<file path="src/rtl/load_store_unit_pkg.sv">
// Shared types for the load/store unit: word width, access-size encodings and FSM states.
// Imported by lsu_align and load_store_unit.
package load_store_unit_pkg;

  localparam int LSU_XLEN = 32;

  localparam logic [1:0] LSU_SZ_B = 2'b00;
  localparam logic [1:0] LSU_SZ_H = 2'b01;
  localparam logic [1:0] LSU_SZ_W = 2'b10;

  typedef enum logic [1:0] {
    LSU_IDLE = 2'd0,
    LSU_RD   = 2'd1,
    LSU_FMT  = 2'd2,
    LSU_WR   = 2'd3
  } lsu_state_e;

  // Encoding 2'b11 is an alias for a word access.
  function automatic logic [1:0] lsu_eff_size(input logic [1:0] size);
    return (size == 2'b11) ? LSU_SZ_W : size;
  endfunction

endpackage

</file>
<file path="src/rtl/lsu_align.sv">
// Combinational lane logic for a big-endian word: load extraction with sign/zero extension
// and sub-word store merge into a previously read word.
module lsu_align
  import load_store_unit_pkg::*;
(
  input  logic [1:0]          size_i,
  input  logic                unsigned_i,
  input  logic [1:0]          offset_i,
  input  logic [LSU_XLEN-1:0] rword_i,
  input  logic [LSU_XLEN-1:0] wdata_i,
  output logic [LSU_XLEN-1:0] ld_data_o,
  output logic [LSU_XLEN-1:0] st_word_o
);

  logic [7:0]  byte_lane;
  logic [15:0] half_lane;

  // Offset 0 is the most significant byte.
  always_comb begin
    byte_lane = rword_i[31:24];
    unique case (offset_i)
      2'd0: byte_lane = rword_i[31:24];
      2'd1: byte_lane = rword_i[23:16];
      2'd2: byte_lane = rword_i[15:8];
      2'd3: byte_lane = rword_i[7:0];
      default: byte_lane = rword_i[31:24];
    endcase
    half_lane = offset_i[1] ? rword_i[15:0] : rword_i[31:16];
  end

  always_comb begin
    ld_data_o = rword_i;
    unique case (size_i)
      LSU_SZ_B: ld_data_o = unsigned_i ? {24'h000000, byte_lane}
                                       : {{24{byte_lane[7]}}, byte_lane};
      LSU_SZ_H: ld_data_o = unsigned_i ? {16'h0000, half_lane}
                                       : {{16{half_lane[15]}}, half_lane};
      default:  ld_data_o = rword_i;
    endcase
  end

  always_comb begin
    st_word_o = rword_i;
    unique case (size_i)
      LSU_SZ_B: begin
        unique case (offset_i)
          2'd0: st_word_o[31:24] = wdata_i[7:0];
          2'd1: st_word_o[23:16] = wdata_i[7:0];
          2'd2: st_word_o[15:8]  = wdata_i[7:0];
          2'd3: st_word_o[7:0]   = wdata_i[7:0];
          default: st_word_o = rword_i;
        endcase
      end
      LSU_SZ_H: begin
        if (offset_i[1]) st_word_o[15:0]  = wdata_i[15:0];
        else             st_word_o[31:16] = wdata_i[15:0];
      end
      default: st_word_o = wdata_i;
    endcase
  end

endmodule

</file>
<file path="src/rtl/load_store_unit.sv">
// Load/store unit: request FSM, registered memory interface and response. Sub-word stores
// are read-modify-write. Define LSU_MISALIGN_TRAP_EN to report misaligned requests as errors.
module load_store_unit
  import load_store_unit_pkg::*;
(
  input  logic                clk,
  input  logic                rst_n,
  input  logic                req_valid,
  output logic                req_ready,
  input  logic                req_we,
  input  logic [1:0]          req_size,
  input  logic                req_unsigned,
  input  logic [LSU_XLEN-1:0] req_addr,
  input  logic [LSU_XLEN-1:0] req_wdata,
  output logic                resp_valid,
  output logic [LSU_XLEN-1:0] resp_rdata,
  output logic                resp_err,
  output logic [LSU_XLEN-1:0] mem_addr,
  output logic                mem_we,
  output logic [LSU_XLEN-1:0] mem_wdata,
  input  logic [LSU_XLEN-1:0] mem_rdata
);

  lsu_state_e          state_q;
  logic                we_q;
  logic                uns_q;
  logic [1:0]          size_q;
  logic [1:0]          off_q;
  logic [LSU_XLEN-1:0] wdata_q;
  logic                resp_valid_q;
  logic [LSU_XLEN-1:0] rdata_q;
  logic [LSU_XLEN-1:0] mem_addr_q;
  logic                mem_we_q;
  logic [LSU_XLEN-1:0] mem_wdata_q;

  logic [1:0]          size_d;
  logic [1:0]          off_d;
  logic                trap_hit;
  logic [LSU_XLEN-1:0] ld_data;
  logic [LSU_XLEN-1:0] st_word;

  // Low address bits that cannot belong to the access size are dropped here.
  always_comb begin
    size_d = lsu_eff_size(req_size);
    off_d  = 2'b00;
    unique case (size_d)
      LSU_SZ_B: off_d = req_addr[1:0];
      LSU_SZ_H: off_d = {req_addr[1], 1'b0};
      default:  off_d = 2'b00;
    endcase
  end

`ifdef LSU_MISALIGN_TRAP_EN
  logic misalign;
  logic err_q;

  assign misalign = ((size_d == LSU_SZ_H) && req_addr[0]) ||
                    ((size_d == LSU_SZ_W) && (req_addr[1:0] != 2'b00));
  assign trap_hit = misalign;
  assign resp_err = err_q;
`else
  assign trap_hit = 1'b0;
  assign resp_err = 1'b0;
`endif

  lsu_align u_align (
    .size_i     (size_q),
    .unsigned_i (uns_q),
    .offset_i   (off_q),
    .rword_i    (mem_rdata),
    .wdata_i    (wdata_q),
    .ld_data_o  (ld_data),
    .st_word_o  (st_word)
  );

  always_ff @(posedge clk or negedge rst_n) begin
    if (!rst_n) begin
      state_q      <= LSU_IDLE;
      we_q         <= 1'b0;
      uns_q        <= 1'b0;
      size_q       <= LSU_SZ_B;
      off_q        <= 2'b00;
      wdata_q      <= '0;
      resp_valid_q <= 1'b0;
      rdata_q      <= '0;
      mem_addr_q   <= '0;
      mem_we_q     <= 1'b0;
      mem_wdata_q  <= '0;
`ifdef LSU_MISALIGN_TRAP_EN
      err_q        <= 1'b0;
`endif
    end else begin
      resp_valid_q <= 1'b0;
      unique case (state_q)
        LSU_IDLE: begin
          if (req_valid) begin
            we_q    <= req_we;
            uns_q   <= req_unsigned;
            size_q  <= size_d;
            off_q   <= off_d;
            wdata_q <= req_wdata;
            if (trap_hit) begin
              // Misaligned access answers immediately without touching memory.
              resp_valid_q <= 1'b1;
              rdata_q      <= '0;
`ifdef LSU_MISALIGN_TRAP_EN
              err_q        <= 1'b1;
`endif
            end else begin
              mem_addr_q <= {req_addr[LSU_XLEN-1:2], 2'b00};
`ifdef LSU_MISALIGN_TRAP_EN
              err_q      <= 1'b0;
`endif
              if (req_we && (size_d == LSU_SZ_W)) begin
                mem_we_q    <= 1'b1;
                mem_wdata_q <= req_wdata;
                state_q     <= LSU_WR;
              end else begin
                state_q <= LSU_RD;
              end
            end
          end
        end
        LSU_RD: begin
          state_q <= LSU_FMT;
        end
        LSU_FMT: begin
          // mem_rdata carries the addressed word in this state.
          if (we_q) begin
            mem_wdata_q <= st_word;
            mem_we_q    <= 1'b1;
            state_q     <= LSU_WR;
          end else begin
            resp_valid_q <= 1'b1;
            rdata_q      <= ld_data;
            state_q      <= LSU_IDLE;
          end
        end
        LSU_WR: begin
          mem_we_q     <= 1'b0;
          resp_valid_q <= 1'b1;
          rdata_q      <= '0;
          state_q      <= LSU_IDLE;
        end
        default: begin
          mem_we_q <= 1'b0;
          state_q  <= LSU_IDLE;
        end
      endcase
    end
  end

  assign req_ready  = (state_q == LSU_IDLE);
  assign resp_valid = resp_valid_q;
  assign resp_rdata = rdata_q;
  assign mem_addr   = mem_addr_q;
  assign mem_we     = mem_we_q;
  assign mem_wdata  = mem_wdata_q;

endmodule
</file>
<file path="config.mk">
export PLATFORM = sky130hd
export DESIGN_NAME = load_store_unit
export DESIGN_NICKNAME = d
export VERILOG_FILES = /design/src/rtl/load_store_unit_pkg.sv /design/src/rtl/lsu_align.sv /design/src/rtl/load_store_unit.sv
export SDC_FILE = /design/constraint.sdc
export NUM_CORES = 1
export LEC_CHECK = 0
export ABC_AREA = 1
export CAP_MARGIN = 40
export CORE_ASPECT_RATIO = 0.6
export CORE_MARGIN = 10
export CORE_UTILIZATION = 52
export DETAILED_ROUTE_END_ITERATION = 16
export PLACE_DENSITY = 0.86
export SLEW_MARGIN = 10
export SYNTH_ARGS = -nofsm -noshare
export SYNTH_HDL_FRONTEND = slang
export SYNTH_SLANG_ARGS = --single-unit
</file>
<file path="constraint.sdc">
create_clock -name clk -period 3.8 [get_ports clk]
set_input_delay 0.76 -clock clk [delete_from_list [all_inputs] [get_ports clk]]
set_output_delay 0.76 -clock clk [all_outputs]
set_load 0.005 [all_outputs]
</file>
# [Yosys cells after proc, flatten, opt, wreduce, memory -nomap -nowiden]
# Index checks and enable logic that the tools add are counted.
[word_totals] ff_bits=136 in_bits=103 out_inout_bits=100 wordCells=67
[op_classes] n_eq_ne=14 mux=30 n_reduce_logical=12
[ops] operator="$pmux 32 s2" n=4
[ops] operator="$mux 32" n=6
[ops] operator="$mux 16" n=3
[ops] operator="$mux 8" n=4
[ops] operator="$pmux 8 s4" n=1
[ops] operator="$eq 2x2->1 const B" n=6
[ops] operator="$eq 2x1->1 const B" n=4
[ops] operator="$logic_not 2->1" n=4
[ops] operator="$mux 2" n=4
[ops] operator="$pmux 2 s4" n=1
[ops] operator="$reduce_and 4->1" n=2
[ops] operator="$ne 2x2->1 const B" n=3
[ops] operator="$mux 1" n=4
[ops] operator="$pmux 2 s2" n=1
[ops] operator="$reduce_and 2->1" n=2
[ops] operator="$reduce_bool 2->1" n=2
[ops] operator="$pmux 1 s3" n=1
[ops] operator="$reduce_bool 3->1" n=1
[ops] operator="$ne 2x1->1 const B" n=1
[ops] operator="$pmux 1 s2" n=1
[ops] operator="$logic_and 1x1->1" n=1

# [Longest topological paths before layout]
# Gate-level depths: netlist (run 1).
[logic_depth] word_depth=7 mapped_depth=10 ltp_nobuf=8

# [Hierarchy]
# Synthesis (run 1) repeated with hierarchy kept, for this count alone.
[unflattened] hier_cells=1081 area_unflattened_um2=7566.0
[modules_own_cells] module="load_store_unit" n_inst=1 cells_each=692 area_each_um2=5724.2 seq_area_each_um2=3403.3
[modules_own_cells] module="lsu_align" n_inst=1 cells_each=389 area_each_um2=1841.8 seq_area_each_um2=0.0

# [Worst setup path after synthesis (run 1)]
# No wires, ideal clock.
[synth_path] path_kind="input-to-reg" startpoint="input req_valid" endpoint="register mem_wdata_q[24] (netlist: mem_wdata[24])" setup_time_ns=0.065 arrival_time_ns=1.476 required_time_ns=3.735 path_slack_ns=2.259 cell_stages=8 n_path_buf=2 path_cell_list="nand3_1 -> nand2_1 -> nand2_1 -> buf_4 -> buf_4 -> a21oi_1 -> nand2_1 -> nand2_1"
[synth_between] elab_chain_cells=2
[synth_lines] item="start, declared" line_no="load_store_unit.sv:8" source="input logic req_valid,"
[synth_lines] item="$ne 2x2->1 (no source line)"
[synth_lines] item="$reduce_and 4->1 (no source line)"
[synth_lines] item="end signal, assigned" line_no="load_store_unit.sv:116" source="mem_wdata_q <= req_wdata;"
[synth_lines] item="end signal, assigned" line_no="load_store_unit.sv:130" source="mem_wdata_q <= st_word;"
[synth_lines] item="end, declared" line_no="load_store_unit.sv:34" source="logic [LSU_XLEN-1:0] mem_wdata_q;"
# No other way between the ends.
# A chain may end at the register's enable or synchronous reset.

# [Worst setup path after layout (run 1)]
[layout_path] startpoint="register state_q[1]" endpoint="output req_ready"
[layout_between] elab_chain_cells=1
[layout_lines] item="start, declared" line_no="load_store_unit.sv:24" source="lsu_state_e state_q;"
[layout_lines] item="start signal, assigned" line_no="load_store_unit.sv:78" source="state_q <= LSU_IDLE;"
[layout_lines] item="start signal, assigned" line_no="load_store_unit.sv:117" source="state_q <= LSU_WR;"
[layout_lines] item="start signal, assigned" line_no="load_store_unit.sv:119" source="state_q <= LSU_RD;"
[layout_lines] item="$logic_not 2->1" line_no="load_store_unit.sv:153" source="assign req_ready = (state_q == LSU_IDLE);"
[layout_lines] item="end, declared" line_no="load_store_unit.sv:9" source="output logic req_ready,"
# No other way between the ends.

==> insert_results.sql, run 1 <==
INSERT INTO impl_metrics (metric_group, metric, value, unit) VALUES
('power', 'post-layout-total-power', '8.79', 'mW'),
('global_route', 'number_of_global_route_vias_before_repair', '7555', ''),
('clocking', 'cts_max_path_buffers', '2', ''),
('die', 'count_of_pins_on_the_block_boundary', '203', ''),
('global_route', 'overflow', '0', ''),
('timing', 'fin_tns_setup', '0', 'ns'),
('timing', 'fin_crit_sh', '63.9', '%'),
('drt', 'detail_route.first_pass.iterations', '6', ''),
('placement', 'hpwl_reported_at_the_end_of_detailed_placement', '19500', 'um'),
('power', 'ir_worst_vdd', '0.655', 'mV'),
('drt', 'first_iter_violations', '987', ''),
('critical_path', 'worst-r2r-cell-count', '8', ''),
('clocking', 'post_cts_resized', '0', ''),
('timing', 'final-setup-viol-count', '0', ''),
('critical_path', 'worst-endpoint-arrival', '1.67', 'ns'),
('yosys', 'synthMostInstantiatedCell', 'sky130_fd_sc_hd__nand2_1', ''),
('job', 'drv.max_cap_violation_count', '0', ''),
('power', 'powerDensity', '894', 'nW/um^2'),
('timing', 'tightestPinTransition', '0.909', 'ns'),
('yosys', 'synth_top_area_share', '47.1', '%'),
('yosys', 'yosys-top-cells-count', 'sky130_fd_sc_hd__nand2_1, sky130_fd_sc_hd__dfrtp_1, sky130_fd_sc_hd__a21oi_1', ''),
('clocking', 'cts.repair_timing.setup_buffer_count', '0', ''),
('yosys', 'ys_dominant_reg_cell', 'sky130_fd_sc_hd__dfrtp_1', ''),
('die', 'fp.dieArea', '19100', 'um^2'),
('yosys', 'number_of_synthesized_register_bits', '136', ''),
('timing', 'slew_headroom', '39.4', '%'),
('die', 'fp.coreArea', '13600', 'um^2'),
('drt', 'routed.top_layer', 'met5', ''),
('global_route', 'number_of_antenna_violations_at_the_first_check_in_global_routing', '1', ''),
('clocking', 'cts_buffers', '17', ''),
('drt', 'met3_wirelength', '3510', 'um'),
('clocking', 'cts_tree', 'built', ''),
('layout', 'antenna-diode-count', '0', ''),
('global_route', 'all_layer_gr_usage', '28.2', '%'),
('placement', 'gp_congestion', '0.984', ''),
('layout', 'final_layout_size_suffix_gt1_share', '5.41', '%'),
('drt', 'wire_length_on_met2', '11800', 'um'),
('critical_path', 'crit_fanout', '5', ''),
('clocking', 'cts_root_buffer', 'sky130_fd_sc_hd__clkbuf_16', ''),
('drt', 'met1Wirelength', '11400', 'um'),
('placement', 'port_buffers', '199', ''),
('layout', 'finalNonFillerCells', '1358', ''),
('power', 'p_leak', '4.86', 'nW'),
('yosys', 'synth_cell_type_count', '28', ''),
('drt', 'avgRoutedWirePerCell', '20.0', 'um'),
('global_route', 'grt_pass1_wl', '42600', 'um'),
('critical_path', 'crit_type', 'reg -> out', ''),
('timing', 'timing.fmax', '412', 'MHz'),
('yosys', 'synth_edf_count', '0', ''),
('die', 'chipHeight', '111', 'um'),
('yosys', 'async_flop_share', '100', '%'),
('layout', 'flow.area_growth_from_synthesis', '36.3', '%'),
('yosys', 'synthTopCellsByArea', 'sky130_fd_sc_hd__dfrtp_1, sky130_fd_sc_hd__nand2_1, sky130_fd_sc_hd__a21oi_1, sky130_fd_sc_hd__o21ai_0, sky130_fd_sc_hd__inv_1', ''),
('outcome', 'run_status', 'complete, no violations', ''),
('drt', 'avgViaCountPerCell', '5.67', ''),
('yosys', 'synth_seq_area_share', '47.1', '%'),
('clocking', 'cts_hold_buffers', '0', ''),
('timing', 'final_count_of_hold_timing_violations', '0', ''),
('clocking', 'clock-sinks', '136', ''),
('yosys', 'post_synth_inst_count', '998', ''),
('timing', 'grt_setup_unrepaired', 'false', ''),
('critical_path', 'r2r_setup_slack', '1.38', 'ns'),
('critical_path', 'worst_setup_path_startpoint', 'state_q[1]', ''),
('die', 'die-width', '172', 'um'),
('critical_path', 'crit_path_start_kind', 'flip-flop', ''),
('yosys', 'avgSynthCellArea', '7.23', 'um^2'),
('timing', 'number_of_max_slew_violations_in_the_final_report', '0', ''),
('critical_path', 'timing.critical_path.required', '3.04', 'ns'),
('drt', 'routed_wl', '27100', 'um'),
('yosys', 'ys_warn_count', '0', ''),
('yosys', 'synth_largest_area_cell', 'sky130_fd_sc_hd__dfrtp_1', '');
==> flip-flops by register name (all words and copies together) (netlist names) <==
| signal | flops |
|---|---|
| wdata_q | 32 |
| mem_we | 1 |
| state_q | 2 |
| resp_valid | 1 |
| we_q | 1 |
| uns_q | 1 |
| size_q | 2 |
| off_q | 2 |
| resp_rdata | 32 |
| mem_addr | 30 |
| mem_wdata | 32 |
==> logic make-up after synthesis <==
| family | share of synthesized area, % |
|---|---|
| flops | 47.1 |
| buf+inv | 9.01 |
| other cells | 0.0520 |
| simple gates | 27.4 |
| compound gates | 16.4 |
==> routing by layer <==
layer | GRT usage (%) | vias to the layer above
li1 | - | 3527
met1 | 39.7 | 3640
met2 | 41.3 | 487
met3 | 9.10 | 44
met4 | 6.12 | 2
met5 | 0 | -
==> cell usage in the layout, fill, tap and decap left out, types with 2 or more instances in the layout <==
| master | n |
|---|---|
| sky130_fd_sc_hd__inv_1 | 83 |
| sky130_fd_sc_hd__clkinv_4 | 3 |
| sky130_fd_sc_hd__nor2_1 | 21 |
| sky130_fd_sc_hd__clkbuf_16 | 17 |
| sky130_fd_sc_hd__nand2_1 | 417 |
| sky130_fd_sc_hd__nand4_1 | 2 |
| sky130_fd_sc_hd__dfrtp_1 | 135 |
| sky130_fd_sc_hd__buf_4 | 11 |
| sky130_fd_sc_hd__o21ai_0 | 75 |
| sky130_fd_sc_hd__nor2_4 | 2 |
| sky130_fd_sc_hd__o211ai_1 | 36 |
| sky130_fd_sc_hd__clkinvlp_4 | 2 |
| sky130_fd_sc_hd__inv_2 | 5 |
| sky130_fd_sc_hd__o21ai_1 | 4 |
| sky130_fd_sc_hd__bufinv_16 | 2 |
| sky130_fd_sc_hd__inv_6 | 5 |
| sky130_fd_sc_hd__nand2_2 | 6 |
| sky130_fd_sc_hd__nand3_1 | 42 |
| sky130_fd_sc_hd__conb_1 | 3 |
| sky130_fd_sc_hd__clkdlybuf4s50_1 | 198 |
| sky130_fd_sc_hd__a21oi_1 | 99 |
==> cell type report <==
type                            count  area [um^2]
Inverter                           89          334
Timing Repair Buffer              211         2100
Multi-Input combinational cell    715         3170
Clock inverter                     14          161
Fill cell                        1101         3790
Sequential cell                   136         3400
Clock buffer                       18          439
Tap cell                          175          219
==> metrics by stage <==
step                hold WS (ns)  instance area [um^2]  util (%)  setup slack (ns)
floorplan                  0.434                  7230         -              2.26
global placement           0.443                  9210      67.6              1.31
detailed placement         0.461                  9240      67.8              1.24
CTS                        0.425                  9840      72.2              1.38
global route               0.453                  9840      72.2              1.17
finish                     0.381                  9840      72.2              1.37
==> how the worst max path moves through the flow <==
stage | to | slack, ns
floorplan | mem_wdata[24] | 2.26
global placement | off_q[0] | 1.31
detailed placement | off_q[0] | 1.24
CTS | req_ready | 1.38
global route | mem_wdata[20] | 1.17
finish | req_ready | 1.37
==> worst max-delay path, stage by stage, from the launching register on <==
cell and delay (ns):
sky130_fd_sc_hd__dfrtp_1 0.42, sky130_fd_sc_hd__nor2_1 0.25, sky130_fd_sc_hd__clkdlybuf4s50_1 0.58
==> power by group <==
| group | internal (mW) | total (mW) | switching [mW] |
|---|---|---|---|
| Combinational | 1.80 | 4.41 | 2.60 |
| Sequential | 2.13 | 2.68 | 0.559 |
| Clock | 1.00 | 1.70 | 0.700 |
| Total | 4.93 | 8.79 | 3.86 |
Note: power is estimated with default switching activity, not from simulation.
==> run 2: changes to the inputs <==
--- a/config.mk
+++ b/config.mk
@@ -9,9 +9,9 @@
 export CAP_MARGIN = 40
 export CORE_ASPECT_RATIO = 0.6
 export CORE_MARGIN = 10
-export CORE_UTILIZATION = 52
+export CORE_UTILIZATION = 49
 export DETAILED_ROUTE_END_ITERATION = 16
-export PLACE_DENSITY = 0.86
+export PLACE_DENSITY = 0.82
 export SLEW_MARGIN = 10
 export SYNTH_ARGS = -nofsm -noshare
 export SYNTH_HDL_FRONTEND = slang
==> constraint.sdc (replaced) <==
create_clock -name clk -period 2.28 [get_ports clk]
set_input_delay 0.456 -clock clk [delete_from_list [all_inputs] [get_ports clk]]
set_output_delay 0.456 -clock clk [all_outputs]
set_load 0.005 [all_outputs]
==> run 2 against run 1 <==
Net effect:
- total power increased by 67%
- count of clock-buffer cells in the layout up 1
- the run now ends with negative hold slack left
- routed wire length down 4.2%
- non-clock buffer count rose by 7
- via count fell by 0.71%
==> insert_results.sql, run 2 (same netlist as run 1, synthesis figures left out) <==
INSERT INTO impl_metrics (metric_group, metric, value, unit) VALUES
('power', 'ir_worst_vdd', '0.677', 'mV'),
('clocking', 'cts_max_path_buffers', '2', ''),
('critical_path', 'worst-r2r-cell-count', '6', ''),
('drt', 'route.vias.total', '7645', ''),
('die', 'die-width', '177', 'um'),
('layout', 'filler_cell_count', '1180', ''),
('clocking', 'post_cts_resized', '0', ''),
('die', 'chipHeight', '114', 'um'),
('layout', 'finalNetCount', '1280', ''),
('layout', 'most_frequent_standard_cell_in_the_layout_excluding_fill_and_tap_cells', 'sky130_fd_sc_hd__nand2_1', ''),
('placement', 'port_buffers', '199', ''),
('global_route', 'all_layer_gr_usage', '25.3', '%'),
('critical_path', 'crit_path_start_kind', 'flip-flop', ''),
('critical_path', 'slowest_stage', 'sky130_fd_sc_hd__clkdlybuf4s50_1', ''),
('layout', 'finalNonFillerCells', '1388', ''),
('critical_path', 'worst_reg2reg_endpoint', 'mem_wdata[22]', ''),
('global_route', 'largest_net_degree_at_the_start_of_global_routing', '86', ''),
('clocking', 'cts_buffers', '17', ''),
('placement', 'placed_cell_areas', '9370', 'um^2'),
('timing', 'final-setup-viol-count', '0', ''),
('die', 'fp.coreArea', '14500', 'um^2'),
('hold_path', 'min-delay-path-class', 'in -> async', ''),
('placement', 'pre_cts_ws', '0.267', 'ns'),
('outcome', 'run_status', 'complete, but fails checks', ''),
('critical_path', 'timing.critical_path.to_type', 'primary output', ''),
('clocking', 'number_of_h_tree_levels', '4', ''),
('timing', 'slew_headroom', '62.9', '%'),
('timing', 'fin_crit_sh', '93.7', '%'),
('clocking', 'clock-sinks', '136', ''),
('drt', 'first_iter_violations', '1068', ''),
('clocking', 'cts_tree', 'built', ''),
('layout', 'final_design_area_no_fill', '9980', 'um^2'),
('drt', 'detail_route.first_pass.iterations', '5', ''),
('drt', 'ant_nets', '0', ''),
('global_route', 'overflow', '0', ''),
('die', 'row_count', '34', ''),
('timing', 'fin_tns_setup', '0', 'ns'),
('critical_path', 'worst-endpoint-arrival', '1.68', 'ns'),
('clocking', 'cts_root_buffer', 'sky130_fd_sc_hd__clkbuf_16', ''),
('placement', 'numPlacedInstances', '1356', ''),
('layout', 'flow.area_growth_from_synthesis', '38.3', '%'),
('job', 'drv.max_cap_violation_count', '0', ''),
('clocking', 'clock_latency', '0.42', 'ns'),
('drt', 'avgViaCountPerCell', '5.51', ''),
('layout', 'most_frequent_cells_in_the_layout', 'sky130_fd_sc_hd__nand2_1, sky130_fd_sc_hd__clkdlybuf4s50_1, sky130_fd_sc_hd__dfrtp_1, sky130_fd_sc_hd__a21oi_1, sky130_fd_sc_hd__inv_1', ''),
('timing', 'grt_setup_unrepaired', 'false', ''),
('power', 'p_leak', '4.91', 'nW'),
('clocking', 'cts.repair_timing.setup_buffer_count', '0', ''),
('power', 'powerDensity', '1470', 'nW/um^2'),
('layout', 'antenna-diode-count', '0', ''),
('critical_path', 'r2r_setup_slack', '0.29', 'ns'),
('die', 'count_of_pins_on_the_block_boundary', '203', ''),
('placement', 'hpwl_reported_at_the_end_of_detailed_placement', '19200', 'um'),
('timing', 'tightestPinTransition', '0.557', 'ns'),
('drt', 'route.detailed.drc', '0', ''),
('die', 'fp.dieArea', '20100', 'um^2'),
('critical_path', 'regToRegStartpoint', 'off_q[1]', ''),
('global_route', 'number_of_global_route_vias_before_repair', '7113', ''),
('critical_path', 'timing.critical_path.slowest_cell_delay', '0.57', 'ns'),
('critical_path', 'timing.critical_path.required', '1.82', 'ns'),
('critical_path', 'worstPathCellList', 'nor2_1 -> clkdlybuf4s50_1', ''),
('timing', 'fin_worst_hold_slack', '-0.0240', 'ns'),
('layout', 'final_layout_size_suffix_gt1_share', '5.88', '%'),
('timing', 'time_the_worst_path_needs_with_i_o_delays_and_setup', '2.14', 'ns'),
('clocking', 'clk_pin_slew_worst_paths', '0.06', 'ns'),
('die', 'starting_density_of_the_core', '49.9', '%'),
('timing', 'final.setup_skew', '0.00951', 'ns'),
('critical_path', 'crit_fanout', '5', ''),
('timing', 'final_critical_path_setup_slack', '0.143', 'ns'),
('clocking', 'cts_hold_buffers', '0', ''),
('drt', 'avgRoutedWirePerCell', '18.7', 'um'),
('drt', 'routed_wl', '26000', 'um'),
('outcome', 'failed_checks', 'negative hold slack', ''),
('global_route', 'number_of_antenna_violations_at_the_first_check_in_global_routing', '0', ''),
('timing', 'final_count_of_hold_timing_violations', '8', ''),
('global_route', 'grt_pass1_wl', '40300', 'um'),
('timing', 'timing.fmax', '468', 'MHz'),
('critical_path', 'crit_type', 'reg -> out', ''),
('placement', 'gp_congestion', '1.02', ''),
('timing', 'number_of_max_slew_violations_in_the_final_report', '0', '');
run 2: layer usage:
metal / GRT usage, % / up-vias / share of wire (%)
li1: - / 3546 / -
met1: 36.0 / 3568 / 43
met2: 35.2 / 494 / 41
met3: 10.4 / 37 / 14
met4: 4.74 / 0 / 1.1
met5: 0 / - / 0
run 2: area by class of cell:
cell class                 instances  area [um^2]  area share, %
clock buffer                      19          443           4.44
clock inverter                    13          169           1.69
inverter                          89          334           3.35
multi-input combinational        715         3170           31.8
sequential                       136         3400           34.1
tap                              198          248           2.48
timing repair buffer             218         2210           22.1
run 2: worst max path at each step:
stage               slack, ns  startpoint       endpoint
finish                   0.14  state_q[1]      req_ready
global route             0.07  state_q[1]      req_ready
CTS                      0.16  state_q[1]      req_ready
floorplan                0.91    off_q[1]  mem_wdata[22]
global placement         0.32   req_valid  mem_wdata[22]
detailed placement       0.27   req_valid    mem_addr[9]
run 2: critical path, delay by kind of cell (launching register included):
kind,cells,cell delay [ns]
simple gates,1,0.28
buf+inv,1,0.57
flops,1,0.42
run 2: metrics by stage:
stage	power [mW]	util (%)
final	14.7	69.0
after global routing	15.8	69.0
after CTS	14.6	69.0
after detailed placement	11.6	64.8
after global placement	11.5	64.8
after floorplan	8.42	-
run 2: power by group:
part / total, mW / leakage, nW / switching (mW) / internal (mW)
Combinational: 7.43 / 2.92 / 4.34 / 3.09
Clock: 2.89 / 0.287 / 1.13 / 1.76
Sequential: 4.40 / 1.70 / 0.856 / 3.54
==> run 3: changes to the inputs <==
--- a/config.mk
+++ b/config.mk
@@ -12,7 +12,9 @@
 export CORE_UTILIZATION = 49
 export DETAILED_ROUTE_END_ITERATION = 16
 export PLACE_DENSITY = 0.82
+export RECOVER_POWER = 25
 export SLEW_MARGIN = 10
 export SYNTH_ARGS = -nofsm -noshare
 export SYNTH_HDL_FRONTEND = slang
 export SYNTH_SLANG_ARGS = --single-unit
+export TNS_END_PERCENT = 1
==> run 3 against run 2 <==
Net effect:
- the run now ends clean
- cell count is the same
- clock skew up 0.00060 ns
- total power about the same
- critical path depth unchanged
- routed wire length increased by 0.49%
- cell area fell by 0.19%
- highest routed layer unchanged
- non-clock buffer count is the same
- fmax about the same
- first-iteration DRC count is 4.0% lower
==> insert_results.sql, run 3 (same netlist as run 1, synthesis figures left out) <==
INSERT INTO impl_metrics (metric_group, metric, value, unit) VALUES
('die', 'die-width', '177', 'um'),
('drt', 'first_iter_violations', '1025', ''),
('clocking', 'cts_root_buffer', 'sky130_fd_sc_hd__clkbuf_16', ''),
('timing', 'slew_headroom', '9.08', '%'),
('critical_path', 'crit_fanout', '5', ''),
('critical_path', 'crit_type', 'reg -> out', ''),
('critical_path', 'worst_setup_path_startpoint', 'state_q[1]', ''),
('global_route', 'number_of_antenna_violations_at_the_first_check_in_global_routing', '0', ''),
('drt', 'routed_wl', '26100', 'um'),
('die', 'row_count', '34', ''),
('clocking', 'post_cts_resized', '0', ''),
('critical_path', 'worst-endpoint-arrival', '1.68', 'ns'),
('power', 'p_leak', '4.90', 'nW'),
('layout', 'final_layout_size_suffix_gt1_share', '5.88', '%'),
('power', 'powerDensity', '1480', 'nW/um^2'),
('layout', 'filler_cell_count', '1184', ''),
('drt', 'routed.top_layer', 'met4', ''),
('die', 'chipHeight', '114', 'um'),
('global_route', 'largest_net_degree_at_the_start_of_global_routing', '86', ''),
('placement', 'hpwl_reported_at_the_end_of_detailed_placement', '19200', 'um'),
('drt', 'met1Wirelength', '11000', 'um'),
('layout', 'final_design_area_no_fill', '9960', 'um^2'),
('global_route', 'all_layer_gr_usage', '25.3', '%'),
('drt', 'wire_length_on_met2', '10700', 'um'),
('timing', 'final_count_of_hold_timing_violations', '0', ''),
('critical_path', 'crit_path_start_kind', 'flip-flop', ''),
('die', 'fp.coreArea', '14500', 'um^2'),
('clocking', 'cts_hold_buffers', '0', ''),
('drt', 'met3_wirelength', '3940', 'um'),
('drt', 'ant_nets', '0', ''),
('timing', 'time_the_worst_path_needs_with_i_o_delays_and_setup', '2.14', 'ns'),
('clocking', 'cts.repair_timing.setup_buffer_count', '0', ''),
('placement', 'placed_cell_areas', '9370', 'um^2'),
('timing', 'fin_worst_hold_slack', '0.332', 'ns'),
('power', 'ir_worst_vdd', '0.676', 'mV'),
('timing', 'final-setup-viol-count', '0', ''),
('drt', 'route.vias.total', '7725', ''),
('layout', 'finalNetCount', '1280', ''),
('clocking', 'cts_buffers', '17', ''),
('timing', 'timing.fmax', '468', 'MHz'),
('timing', 'number_of_max_slew_violations_in_the_final_report', '0', ''),
('die', 'starting_density_of_the_core', '49.9', '%'),
('timing', 'grt_setup_unrepaired', 'false', ''),
('critical_path', 'regToRegStartpoint', 'off_q[1]', ''),
('timing', 'fin_tns_setup', '0', 'ns'),
('clocking', 'clk_pin_slew_worst_paths', '0.06', 'ns'),
('clocking', 'clock_latency', '0.42', 'ns'),
('job', 'drv.max_cap_violation_count', '0', ''),
('layout', 'antenna-diode-count', '0', ''),
('layout', 'most_frequent_cells_in_the_layout', 'sky130_fd_sc_hd__nand2_1, sky130_fd_sc_hd__clkdlybuf4s50_1, sky130_fd_sc_hd__dfrtp_1, sky130_fd_sc_hd__a21oi_1, sky130_fd_sc_hd__inv_1', ''),
('timing', 'final.setup_skew', '0.0101', 'ns'),
('drt', 'avgViaCountPerCell', '5.57', ''),
('critical_path', 'timing.critical_path.to_type', 'primary output', ''),
('drt', 'detail_route.first_pass.iterations', '6', ''),
('hold_path', 'min-delay-path-class', 'in -> async', ''),
('placement', 'gp_congestion', '1.02', ''),
('outcome', 'run_status', 'complete, no violations', ''),
('die', 'fp.dieArea', '20100', 'um^2'),
('timing', 'fin_crit_sh', '93.8', '%'),
('global_route', 'number_of_global_route_vias_before_repair', '7113', ''),
('timing', 'tightestPinTransition', '1.36', 'ns'),
('critical_path', 'timing.critical_path.required', '1.82', 'ns'),
('global_route', 'overflow', '0', ''),
('global_route', 'grt_pass1_wl', '40300', 'um'),
('clocking', 'number_of_h_tree_levels', '4', ''),
('layout', 'flow.area_growth_from_synthesis', '38.0', '%'),
('placement', 'port_buffers', '199', ''),
('die', 'count_of_pins_on_the_block_boundary', '203', ''),
('layout', 'most_frequent_standard_cell_in_the_layout_excluding_fill_and_tap_cells', 'sky130_fd_sc_hd__nand2_1', ''),
('clocking', 'cts_max_path_buffers', '2', ''),
('drt', 'route.detailed.drc', '0', ''),
('drt', 'avgRoutedWirePerCell', '18.8', 'um'),
('clocking', 'clock-sinks', '136', ''),
('clocking', 'cts_tree', 'built', '');
==> run 3: changes by cell type in the layout (fill, tap and decap cells not counted), sizes merged <==
cell    before  now
buf         20   18
clkbuf      19   21
==> run 3: area by class of cell <==
type,count,area (um^2),share of cell area (%)
flip-flops and latches,136,3400,34.2
well taps,198,248,2.49
clock inverters,13,169,1.70
repair buffers,218,2190,22.0
clock buffers,19,443,4.45
multi-input cells,715,3170,31.9
inverters,89,334,3.35
==> run 3: stage by stage <==
| stage | worst slack [ns] | util [%] | instances | power [mW] |
|---|---|---|---|---|
| floorplan | 0.911 | - | 1000 | 8.42 |
| global placement | 0.318 | 64.8 | 1356 | 11.5 |
| detailed placement | 0.267 | 64.8 | 1356 | 11.6 |
| CTS | 0.157 | 69.0 | 1388 | 14.6 |
| global route | 0.0702 | 68.9 | 1388 | 15.7 |
| finish | 0.142 | 68.9 | 1388 | 14.7 |
==> run 3: power breakdown <==
group	leakage [nW]	internal (mW)	switching (mW)	total [mW]
clock	0.287	1.76	1.13	2.89
sequential	1.70	3.54	0.857	4.40
combinational	2.91	3.09	4.35	7.44
==> run 3: final timing paths <==
check,depth (start not counted),to,slack [ns]
max,2,req_ready,0.14
min,1,mem_wdata[7],0.33
max reg2reg,6,mem_wdata[22],0.31
min reg2reg,1,resp_valid,0.47
max in group asynchronous,2,resp_rdata[3],0.51
min in group clk,1,resp_valid,0.47
==> run 3: worst max-delay path: stages, from the launching register on <==
cell and delay, ns:
sky130_fd_sc_hd__dfrtp_1 0.42, sky130_fd_sc_hd__nor2_1 0.28, sky130_fd_sc_hd__clkdlybuf4s50_1 0.57
==> run 3: per-layer routing <==
metal | global-route usage, % | vias up
met2 | 35.2 | 524
li1 | - | 3548
met1 | 36.0 | 3604
met5 | 0 | -
met3 | 10.4 | 49
met4 | 4.74 | 0
